--- config.mk ---
export PLATFORM = sky130hd
export DESIGN_NAME = icache_direct_mapped
export DESIGN_NICKNAME = d
export VERILOG_FILES = /design/src/rtl/icache_direct_mapped.sv
export SDC_FILE = /design/constraint.sdc
export NUM_CORES = 1
export LEC_CHECK = 0
export ABC_CLOCK_PERIOD_IN_PS = 18400
export CAP_MARGIN = 20
export CORE_MARGIN = 10
export CORE_UTILIZATION = 40
export DETAILED_ROUTE_END_ITERATION = 12
export MAX_ROUTING_LAYER = met4
export PLACE_DENSITY = 0.58
export SYNTH_ARGS = -nofsm -noshare
export SYNTH_HDL_FRONTEND = slang
export SYNTH_SLANG_ARGS = --single-unit
--- constraint.sdc ---
create_clock -name clock -period 18.4 [get_ports clock]
set_input_delay 3.68 -clock clock [delete_from_list [all_inputs] [get_ports clock]]
set_output_delay 3.68 -clock clock [all_outputs]
set_load 0.02 [all_outputs]
--- src/rtl/icache_direct_mapped.sv ---
// Direct-mapped read-only instruction cache: 4-word lines, single-block refill on a miss.
// Define ICACHE_FLUSH_EN to add a flush input that invalidates every line.
module icache_direct_mapped #(
    parameter int INDEX_BITS = 3
) (
    input  logic         clock,
    input  logic         reset,
    input  logic         read,
    input  logic [31:0]  address,
    output logic [31:0]  instruction,
    output logic         busywait,
    output logic         mem_read,
    output logic [27:0]  mem_address,
    input  logic [127:0] mem_readdata,
    input  logic         mem_busywait
`ifdef ICACHE_FLUSH_EN
    ,
    input  logic         flush
`endif
);
    localparam int SETS  = 2 ** INDEX_BITS;
    localparam int TAG_W = 28 - INDEX_BITS;

    typedef enum logic [1:0] {IDLE, MEM_READ, UPDATE} state_t;
    state_t state;

    logic [SETS-1:0]       valid;
    logic [TAG_W-1:0]      tag_array  [SETS];
    logic [127:0]          data_array [SETS];
    logic [TAG_W-1:0]      miss_tag;
    logic [INDEX_BITS-1:0] miss_index;

    logic [TAG_W-1:0]      tag;
    logic [INDEX_BITS-1:0] index;
    logic [1:0]            word;
    logic                  unused_byte_bits;

    assign tag              = address[31:4+INDEX_BITS];
    assign index            = address[3+INDEX_BITS:4];
    assign word             = address[3:2];
    assign unused_byte_bits = ^address[1:0];

    logic hit;
    logic flush_req;

`ifdef ICACHE_FLUSH_EN
    logic flush_pending;
    assign flush_req = flush | flush_pending;
`else
    assign flush_req = 1'b0;
`endif

    assign hit      = read && valid[index] && (tag_array[index] == tag) && (state == IDLE);
    assign busywait = read && (!hit || flush_req);

    always_comb begin
        instruction = data_array[index][31:0];
        case (word)
            2'd0:    instruction = data_array[index][31:0];
            2'd1:    instruction = data_array[index][63:32];
            2'd2:    instruction = data_array[index][95:64];
            default: instruction = data_array[index][127:96];
        endcase
    end

    always_ff @(posedge clock or posedge reset) begin
        if (reset) begin
            state       <= IDLE;
            valid       <= '0;
            mem_read    <= 1'b0;
            mem_address <= '0;
            miss_tag    <= '0;
            miss_index  <= '0;
`ifdef ICACHE_FLUSH_EN
            flush_pending <= 1'b0;
`endif
        end else begin
`ifdef ICACHE_FLUSH_EN
            // a flush during a refill waits for IDLE so the in-flight line is dropped too
            if (state != IDLE && flush)
                flush_pending <= 1'b1;
`endif
            case (state)
                IDLE: begin
                    if (flush_req) begin
                        valid <= '0;
`ifdef ICACHE_FLUSH_EN
                        flush_pending <= 1'b0;
`endif
                    end else if (read && !hit) begin
                        miss_tag    <= tag;
                        miss_index  <= index;
                        mem_read    <= 1'b1;
                        mem_address <= {tag, index};
                        state       <= MEM_READ;
                    end
                end
                MEM_READ: begin
                    if (!mem_busywait) begin
                        mem_read <= 1'b0;
                        state    <= UPDATE;
                    end
                end
                UPDATE: begin
                    valid[miss_index] <= 1'b1;
                    state             <= IDLE;
                end
                default: state <= IDLE;
            endcase
        end
    end

    // Arrays need no reset: valid gates every use. Reset forces IDLE, so no write survives an abort.
    always_ff @(posedge clock) begin
        if (state == UPDATE) begin
            tag_array[miss_index]  <= miss_tag;
            data_array[miss_index] <= mem_readdata;
        end
    end

endmodule

==> metrics.sh, run 1 <==
DRC_ERRORS=0
LAYOUT.CELL_AREA.NON_FILLER_UM2=56600
FRACTION_OF_FINAL_LAYOUT_CELLS_WITH_DRIVE_STRENGTH_GREATER_THAN_1=0.261
TRITONCTS.NUM_BUFFERS=133
RELSLEWSLACK=0.303
SYNTH-WARNING-COUNT=0
CTS.SINKS=1263
CRIT_ARRIVAL_NS=8.19
TRACK_USAGE=0.167
MAX-CLOCK-PATH-BUFFERS=3
LAYOUT_MIN_CYCLE_TIME_NS=11.87
MAX_CLOCK_FREQ_MHz=84.3
REGTOREGSETUPSLACK_NS=14.64
TRITONCTS_CLOCK_TREE='built'
FINAL.PERIOD_UTILIZATION=0.645
PORT_BUFFER_COUNT=223
R2R_END='data_array[4][85]$_DFFE_PP_'
POST-CTS-SETUP-BUFFER-COUNT=0
SYNTH.DISTINCT_CELLS=33
WORST_IR_DROP_VDD_mV=0.0908
FINISH.NET_COUNT=2409
FFS_LATCHES_SYNTH=1263
HOLDCRITSTARTPOINT='valid[1]$_DFFE_PP0P_'
POWERDENSITY_nW_PER_UM2=117
TIGHTEST_SLEW_NS=1.05
SYNTHCELLS=1954
TIMING_MAX_TRANSITION_VIOLATIONS_FINAL=0
STD_CELL_ROWS=127
PLACE.DETAILED.INSTANCES=3721
SYNTHTOLAYOUTAREAGROWTH_PCT=17.8
CTSROOTBUFFERMASTER='clkbuf_16'
CLOCK_LATENCY_NS=0.73
NUM_IO_PINS=226
DRT-TOTAL-WL_MM=110
DIE_WIDTH_UM=367
MAXCAP_VIOL_COUNT=0
PLACE.DETAILED.HPWL_MM=59.2
FINAL_ANTENNA_NET_COUNT=0
TIMING.SETUP.CRITICAL_PATH_CLASS='in -> out'
GRT_SETUP_UNREPAIRED='no'
MIN_DELAY_WORST_ENDPOINT='valid[1]$_DFFE_PP0P_'
CTS-HOLD-FIX-BUFFERS=0
ANTENNA_FOUND_INITIAL=28
FIN_WORST_HOLD_SLACK_NS=0.475
SETUP_VIOL=0
YOSYS.AREA.TOP_TYPE_SHARE=0.764
HP-CLASS='reg -> reg'
POWER.LEAKAGE_uW=0.0178
FIRST_GLOBAL_VIAS=23000
POSTSYNTHNETCOUNT=2118
H-TREE-DEPTH=4
GLOBALPLACE.CONGESTION=0.714
FIRSTDRTPASSITERS=5
GRT_FIRST_PASS_WIRELENGTH_MM=159
VIASPERCELL=5.33
FLOORPLAN.DIE.HEIGHT_UM=367
VIAS=21200
WORST_HOLD_PATH.NUM_CELLS=1
SYN_AVG_CELL_AREA_UM2=24.6
RR_STARTPOINT='state[0]$_DFFE_PP0P_'
NUM-FILL-CELLS=9702
REPORT.POWER.TOTAL_uW=6640
SYNTH-EDFF-COUNT=1224
FINAL.SETUP.TNS_NS=0
AREA_OF_COMBINATIONAL_CELLS_WITH_MULTIPLE_INPUTS_UM2=9940
GRT_MAX_DEGREE=156
DPL-INSTANCE-AREA_UM2=52300
REPORT.FINAL.HOLD_VIOL_COUNT=0
CLK_PIN_SLEW_WORST_PATHS_NS=0.06
POSTSYNTH.TOPFLOPCELL='edfxtp_1'
AVERAGE_WIRE_LENGTH_PER_CELL_AFTER_DETAIL_ROUTING_UM=27.6
SYNTHTOPCELLSBYAREA='edfxtp_1, mux4_2, dfrtp_1'
WORST-PATH-MAX-FANOUT=70
SETUP.WORST_PATH.END_CLASS='output pin'
VIOLATION_COUNT_AFTER_THE_FIRST_DETAILED_ROUTE_ITERATION=1572
YS_SEQ_AREA_FRAC=0.785
FLOORPLAN.INITIALDENSITY=0.402
FINISH.CELL_COUNT_WITHOUT_FILLERS=3982
DIE_AREA_UM2=134000
NUMBER_OF_CELLS_TRAVERSED_BY_THE_WORST_REGISTER_TO_REGISTER_PATH=4
GRT_OVERFLOW_TOTAL=0
POST_CTS_GATE_RESIZE_COUNT=0
SYNTH_LARGEST_AREA_CELL='edfxtp_1'
LAYOUT.AREA.SEQ_UM2=37700
CP-START-KIND='input port'
YS_ASYNC_SR_FRACTION=0.0309
WORST-ENDPOINT-REQUIRED_NS=14.72
OUTCOME='complete, no violations'
YOSYSMOSTFREQUENTCELL='edfxtp_1'
SYN-CELL-AREA_UM2=48100
TIMING.CLOCK.SKEW_NS=0.0222
SYNTHTOPCELLSBYCOUNT='edfxtp_1, mux4_2, mux2i_1'
FLOORPLAN_CORE_AREA_UM2=120000
## cell type report
type / count / share of cell area
sequential: 1263 / 0.666
clock buffer: 177 / 0.0654
tap: 1612 / 0.0356
multi-input combinational: 591 / 0.175
antenna: 22 / 0.000972
clock inverter: 61 / 0.0104
timing repair buffer: 254 / 0.0458
inverter: 2 / 0.000133
## sequential cells by signal, summed over array words and instances, names as in the netlist
signal	flops
mem_read	1
data_array	1024
tag_array	200
valid	8
mem_address	28
state	2
## critical path: stages
cell,delay (ns)
buf_8,0.56
buf_4,0.81
buf_4,0.87
mux4_2,0.61
mux4_2,0.55
mux2_2,0.32
clkdlybuf4s50_1,0.57
## through the flow
step | setup WS (ns) | util
global route | 6.18 | 0.473
detailed placement | 6.23 | 0.437
floorplan | 6.00 | -
finish | 6.53 | 0.473
CTS | 6.22 | 0.473
global placement | 6.27 | 0.437
## worst max-delay path by stage
stage | slack, ns | endpoint | from | depth (start not counted)
final | 6.53 | instruction[22] | address[4] | 7
after global routing | 6.18 | instruction[22] | address[4] | 7
after CTS | 6.22 | instruction[7] | address[4] | 7
after detailed placement | 6.23 | instruction[7] | address[4] | 7
after global placement | 6.27 | instruction[7] | address[4] | 7
after floorplan | 6.00 | valid[0]$_DFFE_PP0P_ | mem_address[0]$_DFFE_PP0P_ | 3
## layout by cell type, fill, tap and decap left out, types with 4 or more instances in the layout
cell	instances
bufinv_16	9
buf_12	8
diode_2	22
dfrtp_1	39
edfxtp_1	1224
clkbuf_16	140
clkinv_2	14
nor2_4	7
xnor2_1	19
buf_4	23
or2_2	8
mux2_1	28
mux2i_1	73
clkdlybuf4s50_1	218
xor2_1	6
clkbuf_8	7
inv_6	5
nand2_1	14
clkinv_1	24
nor2b_1	5
nor4_1	5
nor2_1	4
a22oi_1	26
mux4_2	340
clkinvlp_4	4
mux2_2	33
clkbuf_1	31
## power breakdown
group | total [µW] | leakage (µW) | switching [µW] | internal [µW]
Sequential | 3450 | 0.0115 | 91.9 | 3360
Clock | 2610 | 0.00209 | 1070 | 1540
Combinational | 576 | 0.00421 | 323 | 253
## layer usage
layer / part of all wire / wire length [µm] / up-vias / global-route usage
met3: 0.070 / 7700 / 145 / 0.0484
met2: 0.51 / 55600 / 569 / 0.270
li1: - / - / 9047 / -
met4: 0.020 / 2160 / 0 / 0.0443
met5: 0 / 0 / - / -
met1: 0.41 / 44600 / 11500 / 0.205
## cell families (layout without fill, tap and decap cells)
group	after synthesis	count (layout)	synth area share
buffers and inverters	100	494	0.00989
AOI/OAI and AO/OA	36	36	0.00609
and+or+nand+nor	56	56	0.00611
xor gates and xnor gates	25	25	0.00455
DFF	1263	1263	0.785
muxes	474	474	0.189
other	0	22	0
No activity file was read; power rests on OpenSTA's default activity.
==> run 2, diff against run 1 <==
- ABC_CLOCK_PERIOD_IN_PS: 18400 -> 12400
- clock period: 18.4 -> 12.4 ns (I/O delays scaled with it)
==> run 2 against run 1 <==
Against the previous run:
- cell count fell by 0.30%
- first-iteration DRC count rose by 13%
- register-to-register slack got worse by 6.0 ns
- setup slack got worse by 3.0 ns
- sequential cell count did not move
==> metrics.sh, run 2 (synthesized netlist as in run 1, its figures left out) <==
OUTCOME='complete, no violations'  # unchanged
CRITPATHMAXSTAGEDELAY_NS=0.82  # was 0.87 ns
CRIT_ARRIVAL_NS=6.35  # was 8.19 ns
CLOCK_LATENCY_NS=0.73  # about the same
SYNTHTOLAYOUTAREAGROWTH_PCT=17.2  # was 17.8%
SETUP_VIOL=0  # unchanged
POSTLAYOUTCOREUTIL=0.471  # was 0.473
TIMING.SETUP.CRITICAL_PATH_CLASS='in -> out'  # unchanged
POWER.COMBINATIONAL.FRACTION=0.088  # was 0.087
POWER_SWITCHING_SHARE=0.222  # was 0.224
POWER.LEAKAGE_uW=0.0177  # was 0.0178 µW
LAYOUT_MIN_CYCLE_TIME_NS=8.83
CTSROOTBUFFERMASTER='clkbuf_16'  # unchanged
CLOCK_POWER_SHARE=0.383  # was 0.394
FINAL.PERIOD_UTILIZATION=0.712
FINAL_ANTENNA_NET_COUNT=0  # unchanged
CRITPATHBUFINV=3  # was 4
MAXCAP_VIOL_COUNT=0  # unchanged
TOTAL_SWITCHING_POWER_uW=2150  # was 1490 µW
TIMING_MAX_TRANSITION_VIOLATIONS_FINAL=0  # unchanged
NUM-FILL-CELLS=9663  # was 9,702
LARGEST_REGISTER_FF_COUNT=1024  # unchanged
FINISH.CELL_COUNT_WITHOUT_FILLERS=3970  # was 3,982
AVERAGE_WIRE_LENGTH_PER_CELL_AFTER_DETAIL_ROUTING_UM=27.3  # was 27.6 µm
MAX_CLOCK_FREQ_MHz=113
SLOWEST_CELL_ON_CRIT_PATH='buf_4'  # unchanged
DIE_AREA_UM2=134000  # unchanged
PLACE.DETAILED.INSTANCES=3725  # was 3,721
GRT_MAX_DEGREE=155  # was 156
CLK_PIN_SLEW_WORST_PATHS_NS=0.06  # about the same
FIRSTDRTPASSITERS=5  # unchanged
INTERNAL-POWER_uW=7530  # was 5160 µW
FLOORPLAN.DIE.HEIGHT_UM=367  # unchanged
DRT-TOTAL-WL_MM=108  # was 110 mm
LAYOUT_TOP_REGISTERS='data_array: 1024 flops, tag_array: 200 flops, mem_address: 28 flops'  # unchanged
PLACE.DETAILED.HPWL_MM=59.7  # was 59.2 mm
WORST_IR_DROP_VDD_mV=0.129  # was 0.0908 mV
WORST-ENDPOINT-REQUIRED_NS=9.92  # was 14.72 ns
TIGHTEST_SLEW_NS=1.21  # was 1.05 ns
DIE_WIDTH_UM=367  # unchanged
TRITONCTS.NUM_BUFFERS=132  # was 133
H-TREE-DEPTH=4  # unchanged
CTS.SINKS=1263  # unchanged
TRITONCTS_CLOCK_TREE='built'  # unchanged
GRT_SETUP_UNREPAIRED='no'  # unchanged
VIASPERCELL=5.35  # was 5.33
LARGEST_REGISTER='data_array'  # unchanged
SETUP.WORST_PATH.END_CLASS='output pin'  # unchanged
HP-CLASS='reg -> reg'  # unchanged
LAYOUT.CELLS.MOST_COMMON='edfxtp_1'  # unchanged
POST-CTS-SETUP-BUFFER-COUNT=0  # unchanged
POST_CTS_GATE_RESIZE_COUNT=0  # unchanged
POWERDENSITY_nW_PER_UM2=172  # was 117 nW/µm²
REPORT.FINAL.HOLD_VIOL_COUNT=0  # unchanged
MAX-CLOCK-PATH-BUFFERS=3  # unchanged
POWER.SEQUENTIAL.FRACTION=0.530  # was 0.520
FINAL.SETUP.TNS_NS=0  # unchanged
TRACK_USAGE=0.165  # was 0.167
NUM_IO_PINS=226  # unchanged
GRT_OVERFLOW_TOTAL=0  # unchanged
VIAS=21300  # was 21,200
TIMING.CLOCK.SKEW_NS=0.0360  # was 0.0222 ns
CP-START-KIND='input port'  # unchanged
DETAILEDPLACE.WORSTSLACK_NS=3.41  # was 6.23 ns
WORST-PATH-MAX-FANOUT=47  # was 70
FLOORPLAN.INITIALDENSITY=0.402  # unchanged
VIOLATION_COUNT_AFTER_THE_FIRST_DETAILED_ROUTE_ITERATION=1775  # was 1,572
FRACTION_OF_FINAL_LAYOUT_CELLS_WITH_DRIVE_STRENGTH_GREATER_THAN_1=0.259  # was 0.261
PORT_BUFFER_COUNT=223  # unchanged
GLOBALPLACE.CONGESTION=0.723  # was 0.714
GRT_FIRST_PASS_WIRELENGTH_MM=159  # about the same
ANTENNA_FOUND_INITIAL=19  # was 28
WORST_SLACK_NS=3.57  # was 6.53 ns
FLOORPLAN_CORE_AREA_UM2=120000  # unchanged
RELSLEWSLACK=0.195  # was 0.303
DRC_ERRORS=0  # unchanged
LAYOUT_COMMON_CELLS='edfxtp_1, mux4_2, clkdlybuf4s50_1'  # unchanged
STD_CELL_ROWS=127  # unchanged
FIRST_GLOBAL_VIAS=22700  # was 23,000
REPORT.POWER.TOTAL_uW=9680  # was 6640 µW
FINISH.NET_COUNT=2411  # was 2,409
CP_CELL_SEQUENCE='buf_8 > buf_4 > nor2b_1 > a22oi_1 > nand2_1 > xnor2_1 > nor4_1 > nand4_1 > o31a_1 > clkdlybuf4s50_1'  # was buf_8 > buf_4 > buf_4 > mux4_2 > mux4_2 > mux2_2 > clkdlybuf4s50_1
CRITICAL_PATH.TOP_DELAY_FAMILY='buffers and inverters'  # unchanged
CTS-HOLD-FIX-BUFFERS=0  # unchanged
==> run 2: cell types whose count changed in the layout (fill, tap and decap cells not counted), sizes merged <==
cell	delta
clkinv	-5
bufinv	-4
clkbuf	+4
clkinvlp	-4
diode	-4
buf	+3
inv	-2
==> run 2: worst paths after layout <==
path                                       from                           to  slack (ns)  depth (start not counted)
max                                  address[4]                     busywait        3.57                         10
min                        valid[5]$_DFFE_PP0P_         valid[5]$_DFFE_PP0P_        0.47                          1
min in group asynchronous                 reset  mem_address[16]$_DFFE_PP0P_        2.20                          3
max in group asynchronous                 reset         valid[3]$_DFFE_PP0P_        9.77                          3
max reg2reg                state[0]$_DFFE_PP0P_  data_array[2][58]$_DFFE_PP_        8.65                          4
min reg2reg                valid[5]$_DFFE_PP0P_         valid[5]$_DFFE_PP0P_        0.47                          1
==> run 2: routing by layer <==
layer	wire, µm	share of wire	GRT usage	up-vias
li1	-	-	-	9036
met1	46100	0.43	0.216	11500
met2	53600	0.50	0.261	571
met3	6830	0.063	0.0392	141
met4	1710	0.016	0.0366	0
met5	0	0	-	-
==> run 2: power groups by stage <==
stage	Combinational, µW	Sequential [µW]	Clock (µW)
after detailed placement	872	5210	0
after floorplan	413	5250	0
after CTS	875	5120	3790
after global placement	863	5190	0
after global routing	909	5150	3970
final	850	5120	3700
==> run 2: worst reg2reg max path: stages (launching register included) <==
cell     delay, ns
dfrtp_1       0.39
or3b_2        0.61
nor2_4        0.78
buf_4         0.78
buf_4         0.78
==> run 2: final cells by class <==
cell class | count | area (µm²) | area share
Inverter | 2 | 7.51 | 0.000133
Antenna cell | 18 | 45.0 | 0.000799
Timing Repair Buffer | 257 | 2580 | 0.0458
Multi-Input combinational cell | 591 | 9940 | 0.176
Tap cell | 1612 | 2020 | 0.0358
Clock buffer | 181 | 3670 | 0.0652
Sequential cell | 1263 | 37700 | 0.669
Clock inverter | 46 | 365 | 0.00648
==> run 2: per-stage QoR <==
stage	area, µm²	hold slack, ns
2_1_floorplan	48100	0.439
4_1_cts	56300	0.475
6_report	56400	0.474
3_5_place_dp	52300	0.460
3_3_place_gp	52300	0.451
5_1_grt	56400	0.490
==> run 3, diff against run 2 <==
- ABC_CLOCK_PERIOD_IN_PS: 12400 -> 9300
- clock period: 12.4 -> 9.3 ns (I/O delays scaled with it)
==> run 3 against run 2 <==
Against the previous run:
- clock power up 39%
- first-iteration DRC count fell by 7.1%
- combinational power rose by 34%
- power up 35%
- via count fell by 0.55%
- sequential share of layout area decreased by 0.34 points
- sequential cell count unchanged
- setup slack got worse by 1.6 ns
- cell count is 0.43% higher
- largest cell class unchanged
- hold slack lost 0.0034 ns
==> metrics.sh, run 3 (synthesized netlist as in run 1, its figures left out) <==
LARGEST_REGISTER='data_array'  # unchanged
FINAL.SETUP.TNS_NS=0  # unchanged
CTSROOTBUFFERMASTER='clkbuf_16'  # unchanged
NUMBER_OF_CELLS_TRAVERSED_BY_THE_WORST_REGISTER_TO_REGISTER_PATH=4  # unchanged
FINAL_ANTENNA_NET_COUNT=0  # unchanged
LAYOUT_COMMON_CELLS='edfxtp_1, mux4_2, clkdlybuf4s50_1'  # unchanged
TRACK_USAGE=0.167  # was 0.165
FLOORPLAN.INITIALDENSITY=0.402  # unchanged
REPORT.POWER.TOTAL_uW=13100  # was 9680 µW
RR_STARTPOINT='state[0]$_DFFE_PP0P_'  # unchanged
LAYOUT_TOP_REGISTERS='data_array: 1024 flops, tag_array: 200 flops, mem_address: 28 flops'  # unchanged
LARGEST_REGISTER_FF_COUNT=1024  # unchanged
OUTCOME='complete, no violations'  # unchanged
VIOLATION_COUNT_AFTER_THE_FIRST_DETAILED_ROUTE_ITERATION=1649  # was 1,775
VIAS=21100  # was 21,300
FLOORPLAN_CORE_AREA_UM2=120000  # unchanged
GRT_OVERFLOW_TOTAL=0  # unchanged
GLOBALPLACE.CONGESTION=0.726  # was 0.723
ANTENNA_FOUND_INITIAL=28  # was 19
GRT_SETUP_UNREPAIRED='no'  # unchanged
FINISH.NET_COUNT=2414  # was 2,411
REGTOREGSETUPSLACK_NS=5.60  # was 8.65 ns
GRT_MAX_DEGREE=122  # was 155
POWERDENSITY_nW_PER_UM2=231  # was 172 nW/µm²
TIGHTEST_SLEW_NS=1.05  # was 1.21 ns
MIN_DELAY_WORST_ENDPOINT='valid[5]$_DFFE_PP0P_'  # unchanged
DIE_WIDTH_UM=367  # unchanged
SETUP_VIOL=0  # unchanged
VIASPERCELL=5.30  # was 5.35
CLK_PIN_SLEW_WORST_PATHS_NS=0.06  # about the same
FRACTION_OF_FINAL_LAYOUT_CELLS_WITH_DRIVE_STRENGTH_GREATER_THAN_1=0.264  # was 0.259
CLOCK_LATENCY_NS=0.73  # about the same
H-TREE-DEPTH=4  # unchanged
CP_CELL_SEQUENCE='clkbuf_8 > buf_4 > mux2i_1 > a22oi_1 > nand2_1 > xnor2_1 > nor4_1 > nand4_1 > o31a_1 > clkdlybuf4s50_1'  # was buf_8 > buf_4 > nor2b_1 > a22oi_1 > nand2_1 > xnor2_1 > nor4_1 > nand4_1 > o31a_1 > clkdlybuf4s50_1
TIMING_MAX_TRANSITION_VIOLATIONS_FINAL=0  # unchanged
STD_CELL_ROWS=127  # unchanged
HOLDCRITSTARTPOINT='valid[5]$_DFFE_PP0P_'  # unchanged
GRT_FIRST_PASS_WIRELENGTH_MM=161  # was 159 mm
FLOORPLAN.DIE.HEIGHT_UM=367  # unchanged
SYNTHTOLAYOUTAREAGROWTH_PCT=17.8  # was 17.2%
HP-CLASS='reg -> reg'  # unchanged
DRT-TOTAL-WL_MM=109  # was 108 mm
DIE_AREA_UM2=134000  # unchanged
MAX_CLOCK_FREQ_MHz=136
CRITPATHBUFINV=3  # unchanged
PORT_BUFFER_COUNT=223  # unchanged
FINAL.PERIOD_UTILIZATION=0.789
RELSLEWSLACK=0.298  # was 0.195
CTS-HOLD-FIX-BUFFERS=0  # unchanged
CP-START-KIND='input port'  # unchanged
R2R_END='data_array[6][60]$_DFFE_PP_'  # was data_array[2][58]$_DFFE_PP_
TIMING.SETUP.CRITICAL_PATH_CLASS='in -> out'  # unchanged
CRITICAL_PATH.TOP_DELAY_FAMILY='buffers and inverters'  # unchanged
FIRST_GLOBAL_VIAS=23000  # was 22,700
DPL-INSTANCE-AREA_UM2=52300  # about the same
POST_CTS_GATE_RESIZE_COUNT=0  # unchanged
CRIT_ARRIVAL_NS=5.48  # was 6.35 ns
POSTLAYOUTCOREUTIL=0.473  # was 0.471
MAX-CLOCK-PATH-BUFFERS=3  # unchanged
AVERAGE_WIRE_LENGTH_PER_CELL_AFTER_DETAIL_ROUTING_UM=27.4  # was 27.3 µm
WORST_HOLD_PATH.NUM_CELLS=1  # unchanged
POWER.LEAKAGE_uW=0.0178  # was 0.0177 µW
WORST-ENDPOINT-REQUIRED_NS=7.44  # was 9.92 ns
LAYOUT.CELLS.MOST_COMMON='edfxtp_1'  # unchanged
MAXCAP_VIOL_COUNT=0  # unchanged
REPORT.FINAL.HOLD_VIOL_COUNT=0  # unchanged
FIRSTDRTPASSITERS=5  # unchanged
DRC_ERRORS=0  # unchanged
PLACE.DETAILED.HPWL_MM=60.3  # was 59.7 mm
WORST_IR_DROP_VDD_mV=0.217  # was 0.129 mV
CRITPATHMAXSTAGEDELAY_NS=0.63  # was 0.82 ns
NUM_IO_PINS=226  # unchanged
CTS.SINKS=1263  # unchanged
TIMING.CLOCK.SKEW_NS=0.0294  # was 0.0360 ns
WORST-PATH-MAX-FANOUT=71  # was 47
TRITONCTS.NUM_BUFFERS=132  # unchanged
SLOWEST_CELL_ON_CRIT_PATH='clkbuf_8'  # was buf_4
LAYOUT_MIN_CYCLE_TIME_NS=7.34
TRITONCTS_CLOCK_TREE='built'  # unchanged
POST-CTS-SETUP-BUFFER-COUNT=0  # unchanged
SETUP.WORST_PATH.END_CLASS='output pin'  # unchanged
LAYOUT.CELL_AREA.NON_FILLER_UM2=56600  # was 56,400 µm²
-- run 3: worst max-delay path by stage --
stage	slack [ns]	endpoint	start	cells past startpoint
after floorplan	1.15	valid[6]$_DFFE_PP0P_	mem_address[0]$_DFFE_PP0P_	3
after CTS	1.89	busywait	address[6]	10
after detailed placement	1.90	busywait	address[6]	10
after global routing	1.80	instruction[17]	address[5]	7
after global placement	1.90	busywait	address[6]	10
final	1.96	busywait	address[6]	10
-- run 3: final cells by class --
class | instances | area (µm²)
clock buffers | 155 | 3540
fillers | 9687 | 63000
multi-input cells | 591 | 9950
repair buffers | 260 | 2640
clock inverters | 78 | 702
inverters | 2 | 7.51
flip-flops and latches | 1263 | 37700
well taps | 1612 | 2020
diodes | 26 | 65.1
-- run 3: metal layers --
layer / global-route usage / vias to the layer above / routed length [µm] / share of wire
li1: - / 9055 / - / -
met1: 0.210 / 11400 / 45300 / 0.41
met2: 0.264 / 545 / 53800 / 0.49
met3: 0.0535 / 131 / 8310 / 0.076
met4: 0.0390 / 0 / 1850 / 0.017
met5: - / - / 0 / 0
-- run 3: power by group --
part	switching [µW]	total, µW	leakage, µW	internal (µW)
logic	640	1140	0.00425	501
clock network	2100	5130	0.00209	3020
registers	180	6830	0.0115	6650
-- run 3: per-stage QoR --
step           instances  setup slack (ns)  hold WS, ns
6_report            3987              1.96        0.471
5_1_grt             3984              1.80        0.486
4_1_cts             3961              1.89        0.471
3_5_place_dp        3728              1.90        0.457
3_3_place_gp        3728              1.90        0.450
2_1_floorplan       1954              1.15        0.439
-- run 3: worst register-to-register path, cell delays in order, from the launching register on --
cell     delay (ns)
dfrtp_1        0.40
or3b_2         0.61
nor2_4         0.56
buf_4          0.84
buf_4          0.85
